### src/rtl/p2s_pkg.sv
// Shared types and constants for the blk_par2ser parallel-to-serial stage.
package p2s_pkg;

  localparam int unsigned LANES    = 4;
  localparam int unsigned IDX_W    = 2;
  localparam int unsigned SAMPLE_W = 5;
  localparam int unsigned CNT_W    = 2;

  typedef logic signed [SAMPLE_W-1:0] sample_t;
  typedef sample_t [LANES-1:0]        block_t;

  // True when the lane index points at the final sample (y4) of a block.
  function automatic logic is_last_lane(input logic [IDX_W-1:0] lane);
    return lane == IDX_W'(LANES - 1);
  endfunction

endpackage

### src/rtl/p2s_block_fifo.sv
// Block storage for blk_par2ser: holds whole y1..y4 blocks.
// Depth is 2 (ping-pong) when BLK_P2S_DBUF_EN is defined, otherwise 1.
module p2s_block_fifo
  import p2s_pkg::*;
#(
  parameter int unsigned W = SAMPLE_W
) (
  input  logic                  clk,
  input  logic                  rst,
  input  logic                  push,
  input  logic [LANES-1:0][W-1:0] wr_block,
  input  logic                  pop_blk,
  output logic [LANES-1:0][W-1:0] rd_block,
  output logic                  in_ready,
  output logic                  not_empty
);

  logic [CNT_W-1:0] count;
  logic             push_en;
  logic             pop_en;
  logic             wr_ptr;
  logic             rd_ptr;

  assign push_en = push && in_ready;
  assign pop_en  = pop_blk && not_empty;

`ifdef BLK_P2S_DBUF_EN
  localparam int unsigned DEPTH = 2;

  // Ping-pong pointers toggle on each accepted push / released block.
  always_ff @(posedge clk) begin
    if (rst) begin
      wr_ptr <= 1'b0;
      rd_ptr <= 1'b0;
    end else begin
      if (push_en) wr_ptr <= ~wr_ptr;
      if (pop_en)  rd_ptr <= ~rd_ptr;
    end
  end
`else
  localparam int unsigned DEPTH = 1;

  // Single block register: both pointers permanently address entry 0.
  assign wr_ptr = 1'b0;
  assign rd_ptr = 1'b0;
`endif

  logic [LANES-1:0][W-1:0] mem [DEPTH];

  // Flags come straight from the count register, never from out_ready.
  assign in_ready  = (count != CNT_W'(DEPTH));
  assign not_empty = (count != '0);
  assign rd_block  = mem[rd_ptr];

  // Occupancy: a push and a release in the same cycle cancel out.
  always_ff @(posedge clk) begin
    if (rst) begin
      count <= '0;
    end else begin
      case ({push_en, pop_en})
        2'b10:   count <= count + CNT_W'(1);
        2'b01:   count <= count - CNT_W'(1);
        default: count <= count;
      endcase
    end
  end

  // Sample storage; stale contents are masked by count after reset.
  always_ff @(posedge clk) begin
    if (push_en) mem[wr_ptr] <= wr_block;
  end

endmodule

### src/rtl/blk_par2ser.sv
// Parallel-to-serial output stage: accepts y1..y4 blocks and emits them
// one sample per cycle on a valid/ready stream.
// Optional macro BLK_P2S_DBUF_EN selects a 2-deep block buffer for full rate.
module blk_par2ser
  import p2s_pkg::*;
#(
  parameter int unsigned W = SAMPLE_W
) (
  input  logic                clk,
  input  logic                rst,
  input  logic                in_valid,
  output logic                in_ready,
  input  logic signed [W-1:0] y1,
  input  logic signed [W-1:0] y2,
  input  logic signed [W-1:0] y3,
  input  logic signed [W-1:0] y4,
  output logic                out_valid,
  input  logic                out_ready,
  output logic signed [W-1:0] out_data,
  output logic [IDX_W-1:0]    out_idx,
  output logic                out_last
);

  logic [LANES-1:0][W-1:0] wr_block;
  logic [LANES-1:0][W-1:0] rd_block;
  logic [IDX_W-1:0]        idx;
  logic                    not_empty;
  logic                    pop;
  logic                    blk_done;

  // Lane 0 carries y1 (oldest) so idx walks the block in arrival order.
  assign wr_block = {y4, y3, y2, y1};
  assign pop      = not_empty && out_ready;
  assign blk_done = pop && is_last_lane(idx);

  p2s_block_fifo #(.W(W)) u_fifo (
    .clk       (clk),
    .rst       (rst),
    .push      (in_valid),
    .wr_block  (wr_block),
    .pop_blk   (blk_done),
    .rd_block  (rd_block),
    .in_ready  (in_ready),
    .not_empty (not_empty)
  );

  // Lane counter: advances on every accepted sample, wraps after y4.
  always_ff @(posedge clk) begin
    if (rst) begin
      idx <= '0;
    end else if (pop) begin
      idx <= idx + IDX_W'(1);
    end
  end

  // Output mux; everything is zeroed while no block is buffered.
  assign out_valid = not_empty;
  assign out_data  = not_empty ? rd_block[idx] : '0;
  assign out_idx   = not_empty ? idx : '0;
  assign out_last  = not_empty && is_last_lane(idx);

endmodule

### config.mk
export PLATFORM = sky130hd
export DESIGN_NAME = blk_par2ser
export DESIGN_NICKNAME = d
export VERILOG_FILES = /design/src/rtl/p2s_pkg.sv /design/src/rtl/p2s_block_fifo.sv /design/src/rtl/blk_par2ser.sv
export SDC_FILE = /design/constraint.sdc
export NUM_CORES = 1
export LEC_CHECK = 0
export ABC_AREA = 1
export BUFFER_PORTS_ARGS = -buffer_cell sky130_fd_sc_hd__buf_2
export CORE_UTILIZATION = 53
export CTS_CLUSTER_SIZE = 40
export DETAILED_ROUTE_END_ITERATION = 10
export GPL_ROUTABILITY_DRIVEN = 0
export PLACE_DENSITY = 0.86
export SETUP_SLACK_MARGIN = 0.02
export SLEW_MARGIN = 10
export SYNTH_ARGS = -nofsm -noshare
export SYNTH_HDL_FRONTEND = slang
export SYNTH_HIERARCHICAL = 1
export SYNTH_SLANG_ARGS = --single-unit
### constraint.sdc
create_clock -name clk -period 4.4 [get_ports clk]
set_clock_uncertainty 0.15 [all_clocks]
set_input_delay 0.66 -clock clk [delete_from_list [all_inputs] [get_ports clk]]
set_output_delay 0.66 -clock clk [all_outputs]
set_load 0.1 [all_outputs]
Word-level counts from Yosys, hierarchy flattened --
Memory sizes are Yosys's and may differ from the RTL's. Cells that the tools add are included.
Word-level totals: register bits after elaboration 4, bits in writable memories 20, bits of input ports 24, logic and storage cells 25, memories 1
Operators by class: add/sub/neg operators 3, magnitude comparators 1, eq/ne operators 4, mux-type cells 7, reduce and logical (&&, ||, !) cells 7
Memory list:
- u_fifo.mem | depth 1, bits a word 20, read ports 1, clocked after memory_dff 0, wr ports 1, RTL line p2s_block_fifo.sv:48 | logic [LANES-1:0][W-1:0] mem [DEPTH];
Operators by type and width (number):
- 5-bit binary-select mux with 2-bit select | 1
- 5-bit 2-to-1 mux | 2
- 1-bit logical AND | 5
- 2-bit by 1-bit adder with 2-bit output (second input constant) | 2
- 2-bit == test (second input constant) | 2
- 2-bit one-hot mux with 2 select lines | 1
- 2-bit nonzero test | 2
- 2-bit by 3-bit < comparator with 1-bit output (second input constant) | 1
- 2-bit by 1-bit == test with 1-bit output (second input constant) | 1
- 1-bit 2-to-1 mux | 2
- 2-bit 2-to-1 mux | 1
- 2-bit by 1-bit inequality test with 1-bit output (second input constant) | 1
- 2-bit by 1-bit subtractor with 2-bit output (second input constant) | 1

Depth between registers and ports, before layout --
depth in word-level cells 6, depth in mapped cells 13, depth with buffers taken out 13

Modules after synthesis --
Netlist, hierarchy kept.
Modules (own cells, without submodules):
- p2s_block_fifo | times used 1, cells each 45, area an instance 760.7 µm², seq. area each 640.6 µm²
- blk_par2ser | times used 1, cells each 76, area an instance 362.8 µm², seq. area each 40.0 µm²

Least setup slack after synthesis --
Ideal clock, no wire load.
path type register to output, start point reg u_fifo.count[0], end point out out_data[0], arrival 2.975 ns, required time 3.590 ns, setup slack 0.615 ns, cell stages (with the launch flop) 6, cell sequence dfxtp_1 inv_2 ha_1 inv_1 inv_1 a21oi_1
Between the ends: word-level cells in the longest chain between the ends 2
RTL lines:
- start, declared | RTL line p2s_block_fifo.sv:18 | logic [CNT_W-1:0] count;
- start signal, assigned | RTL line p2s_block_fifo.sv:61 | 2'b10: count <= count + CNT_W'(1);
- start signal, assigned | RTL line p2s_block_fifo.sv:62 | 2'b01: count <= count - CNT_W'(1);
- start signal, assigned | RTL line p2s_block_fifo.sv:63 | default: count <= count;
- 2-bit nonzero test | RTL line p2s_block_fifo.sv:52 | assign not_empty = (count != '0);
- net out_valid | RTL line blk_par2ser.sv:17 | output logic out_valid,
- 5-bit 2-to-1 mux | RTL line blk_par2ser.sv:58 | assign out_data = not_empty ? rd_block[idx] : '0;
- end, declared | RTL line blk_par2ser.sv:19 | output logic signed [W-1:0] out_data,
The timed path passes the listed nets, and every way through them passes these cells.

Final worst setup path --
start point reg idx[0], end point out out_data[4]
Between the ends: word-level cells in the longest chain between the ends 3
RTL lines:
- start, declared | RTL line blk_par2ser.sv:26 | logic [IDX_W-1:0] idx;
- start signal, assigned | RTL line blk_par2ser.sv:52 | idx <= idx + IDX_W'(1);
- 5-bit binary-select mux with 2-bit select | RTL line blk_par2ser.sv:58
- 5-bit 2-to-1 mux (implied by the code) | RTL line blk_par2ser.sv:58
- 5-bit 2-to-1 mux | RTL line blk_par2ser.sv:58
No other way between the ends. The select of a mux whose other input is x is not followed.

==> impl_results.md <==
- Outcome: complete, no violations
- Count of final setup violators: 0
- Critical-path maximum fanout: 13
- Maximum number of pins on one net before global-route repair: 21
- Endpoint kind of the worst setup timing path: output pin
- Origin of the worst setup path: idx[0]$_SDFFE_PP0P_
- Reg-to-Reg Start: u_fifo/count[0]$_SDFFE_PP0P_
- Final-report hold violation count: 0
- Count of routing violations after the opening detailed-route iteration: 15
- Count of max-cap constraint violations: 0
- Count of H-tree levels built during CTS: 1
- Later-pin clock latency in the skew report: 310 ps
- DR vias: 840
- Power Dens Cells: around 400 nW/µm²
- PostCTS Resize Cnt: 0
- Post-placement cell area: 1310 µm²
- Reg power frac: 51.9%
- Standard-cell row count: 16
- CTS tree: yes
- Fraction of layout cells with a size suffix above 1: 26.3%
- # clock sinks: 24
- Leakage power: approximately 0.0007 µW
- Number of instances in the placed design: 179
- Final cycle utilization of the critical path: 61.5%
- Footprint of the flip-flops and latches: a little under 700 µm²
- Antenna violations before repair: 0
- Area taken by multi-input logic gates: ~290 µm²
- Normalized max-slew margin: just over 50%
- Hold buffer count at cts: 0
- Startpoint of the lowest-slack hold path: y4[4]
- Total Routed Length: between 1500 and 2000 µm
- Yosys warnings: 6
- Portion of total power attributed to the clock network: between 10% and 20%
- Initial DRT Pass Iterations: 5
- Num CTS Buffers: 3
- Max Clock Freq: 369 MHz
- Overall die area: 2310 µm²
- Fraction of power consumed by combinational cells: 29.6%
- NumNets Final: 185
- Synth Net Count: 149
- Register area share after synthesis: 60.6%
- Leading area contributor after synthesis: edfxtp_1
- Via count of the first global-routing pass: 731
- Crit path launch type: register
- Worst VDD drop: 267 µV
- Vias per Instance: roughly 4.6
- Unrepaired setup endpoints after global routing: no
- Tightest hold margin: approximately 360 ps
- Average cell area after synthesis: 9.29 µm²
- Finished Cell Area: 1330 µm²
- Antenna Violating Nets Remaining: 0
- Quantity of I/O buffers inserted on ports: 33
- Number of buffers inserted to repair setup after CTS: 0
- Number of distinct library cells after synthesis: 14
- Clock buffer depth: 2
- Global routing usage summed across all routing layers: 17.9%
- Flop and latch count out of synthesis: 24
- Width of the die: roughly 48 µm
- Critical path class: reg -> out
- Final routed wire length divided by cell count: between 9 and 10 µm
- Total gr overflow: 0
- Half-perimeter wire length of the detailed placement result: 1370 µm
- Number of standard cells in the final layout excluding fillers: 183
- Cells after Synth: 121
- Proportion of total power due to net switching: 37.5%
- Net load switching power: 200 µW
- Number of design rule violations left after detail routing: 0
- Period minus WS final: 2710 ps
- Die Height: 48.0 µm
- Design internal power: between 300 and 400 µW
- Largest cells by area after synthesis: edfxtp_1 (53%), inv_1 (11%), nand2_1 (10%)
- Worst-margin pin slew: roughly 740 ps
- Share of the synthesized area in the top cell type: 53.5%
- Worst path arrival time: 1900 ps
- Total I/O pin count: 34
- Clock Pin Slew Worst Setup and Hold Paths: between 100 and 150 ps
- Placeable core area: between 1500 and 2000 µm²
- Data required time of the worst path: ~3600 ps
- Synthesized cell area: about 1100 µm²
- Final number of max-transition violations: 0
- Final antenna diode count: 0
- Clock root buffer master: clkbuf_4
- Initial Util: 56.7%
- Fin util: 67.2%
- Final total negative setup slack: 0 ps
- Layout fillers: 146
- First-pass GRT wire length: 2820 µm
- HP Class: in -> reg
- Area growth from synthesis to final layout: 18.6%
final timing paths:
check	cells after the start	endpoint	slack (ps)
min reg2reg	2	u_fifo/count[0]$_SDFFE_PP0P_	380
max	5	out_data[4]	1690
max reg2reg	12	u_fifo/count[1]$_SDFFE_PP0P_	2490
min	1	u_fifo/mem[0][19]$_DFFE_PP_	360
power groups by stage:
stage          combinational [µW]  sequential (µW)  clock, µW
2_1_floorplan                 132              278          0
3_3_place_gp                  154              281          0
3_5_place_dp                  158              282          0
4_1_cts                       158              277       97.6
5_1_grt                       170              279        106
6_report                      158              277       98.1
through the flow:
stage               worst slack, ps  power (µW)
floorplan                       615         410
global placement               2120         435
detailed placement             2070         440
CTS                            1710         533
global route                   1530         555
finish                         1690         533
cell families (layout without fill, tap and decap cells):
| kind of cell | count (synthesis) | after routing | share of synthesized area, % |
|---|---|---|---|
| buf+inv | 39 | 74 | 13.8 |
| fa+ha+maj | 4 | 4 | 4.45 |
| simple gates | 44 | 44 | 15.9 |
| flops | 24 | 24 | 60.6 |
| compound gates | 10 | 10 | 5.23 |
layout make-up:
class	count	area share (%)
multi-input cells	58	21.6
clock inverters	1	0.282
repair buffers	33	12.4
clock buffers	3	1.69
well taps	27	2.54
inverters	37	10.4
flip-flops and latches	24	51.1
Yosys cell counts:
| cell type | number |
|---|---|
| inv_1 | 33 |
| nand2_1 | 30 |
| edfxtp_1 | 20 |
| nand3_1 | 11 |
| a21oi_1 | 7 |
| dfxtp_1 | 4 |
| ha_1 | 4 |
| inv_2 | 4 |
| nor2_1 | 3 |
| a211oi_1 | 1 |
| a21oi_2 | 1 |
| buf_2 | 1 |
| buf_6 | 1 |
| o21bai_1 | 1 |
registers in the layout, indices dropped and copies added, names as in the netlist:
name          cells
u_fifo/mem       20
idx               2
u_fifo/count      2
layout by cell type, fill, tap and decap left out:
| master | synthesis | routed |
|---|---|---|
| clkbuf_4 | 0 | 3 |
| a211oi_1 | 1 | 1 |
| ha_1 | 4 | 4 |
| dfxtp_1 | 4 | 4 |
| nand2_1 | 30 | 30 |
| inv_1 | 33 | 33 |
| a21oi_2 | 1 | 1 |
| buf_2 | 1 | 33 |
| o21bai_1 | 1 | 1 |
| inv_2 | 4 | 4 |
| a21oi_1 | 7 | 7 |
| edfxtp_1 | 20 | 20 |
| nand3_1 | 11 | 11 |
| nor2_1 | 3 | 3 |
| clkinv_1 | 0 | 1 |
routing by layer:
layer,vias up,global-route usage [%],share of wire [%]
met3,2,4.53,5.9
met2,33,30.5,51
met1,365,22.3,42
met5,-,0,0
li1,440,-,-
met4,0,5.56,0.88
worst max-delay path: stages (launching register included):
cell and delay, ps:
dfxtp_1 600, inv_2 190, nand2_1 90, nand3_1 60, a21oi_1 190, buf_2 450
(Power assumes the default switching activity.)
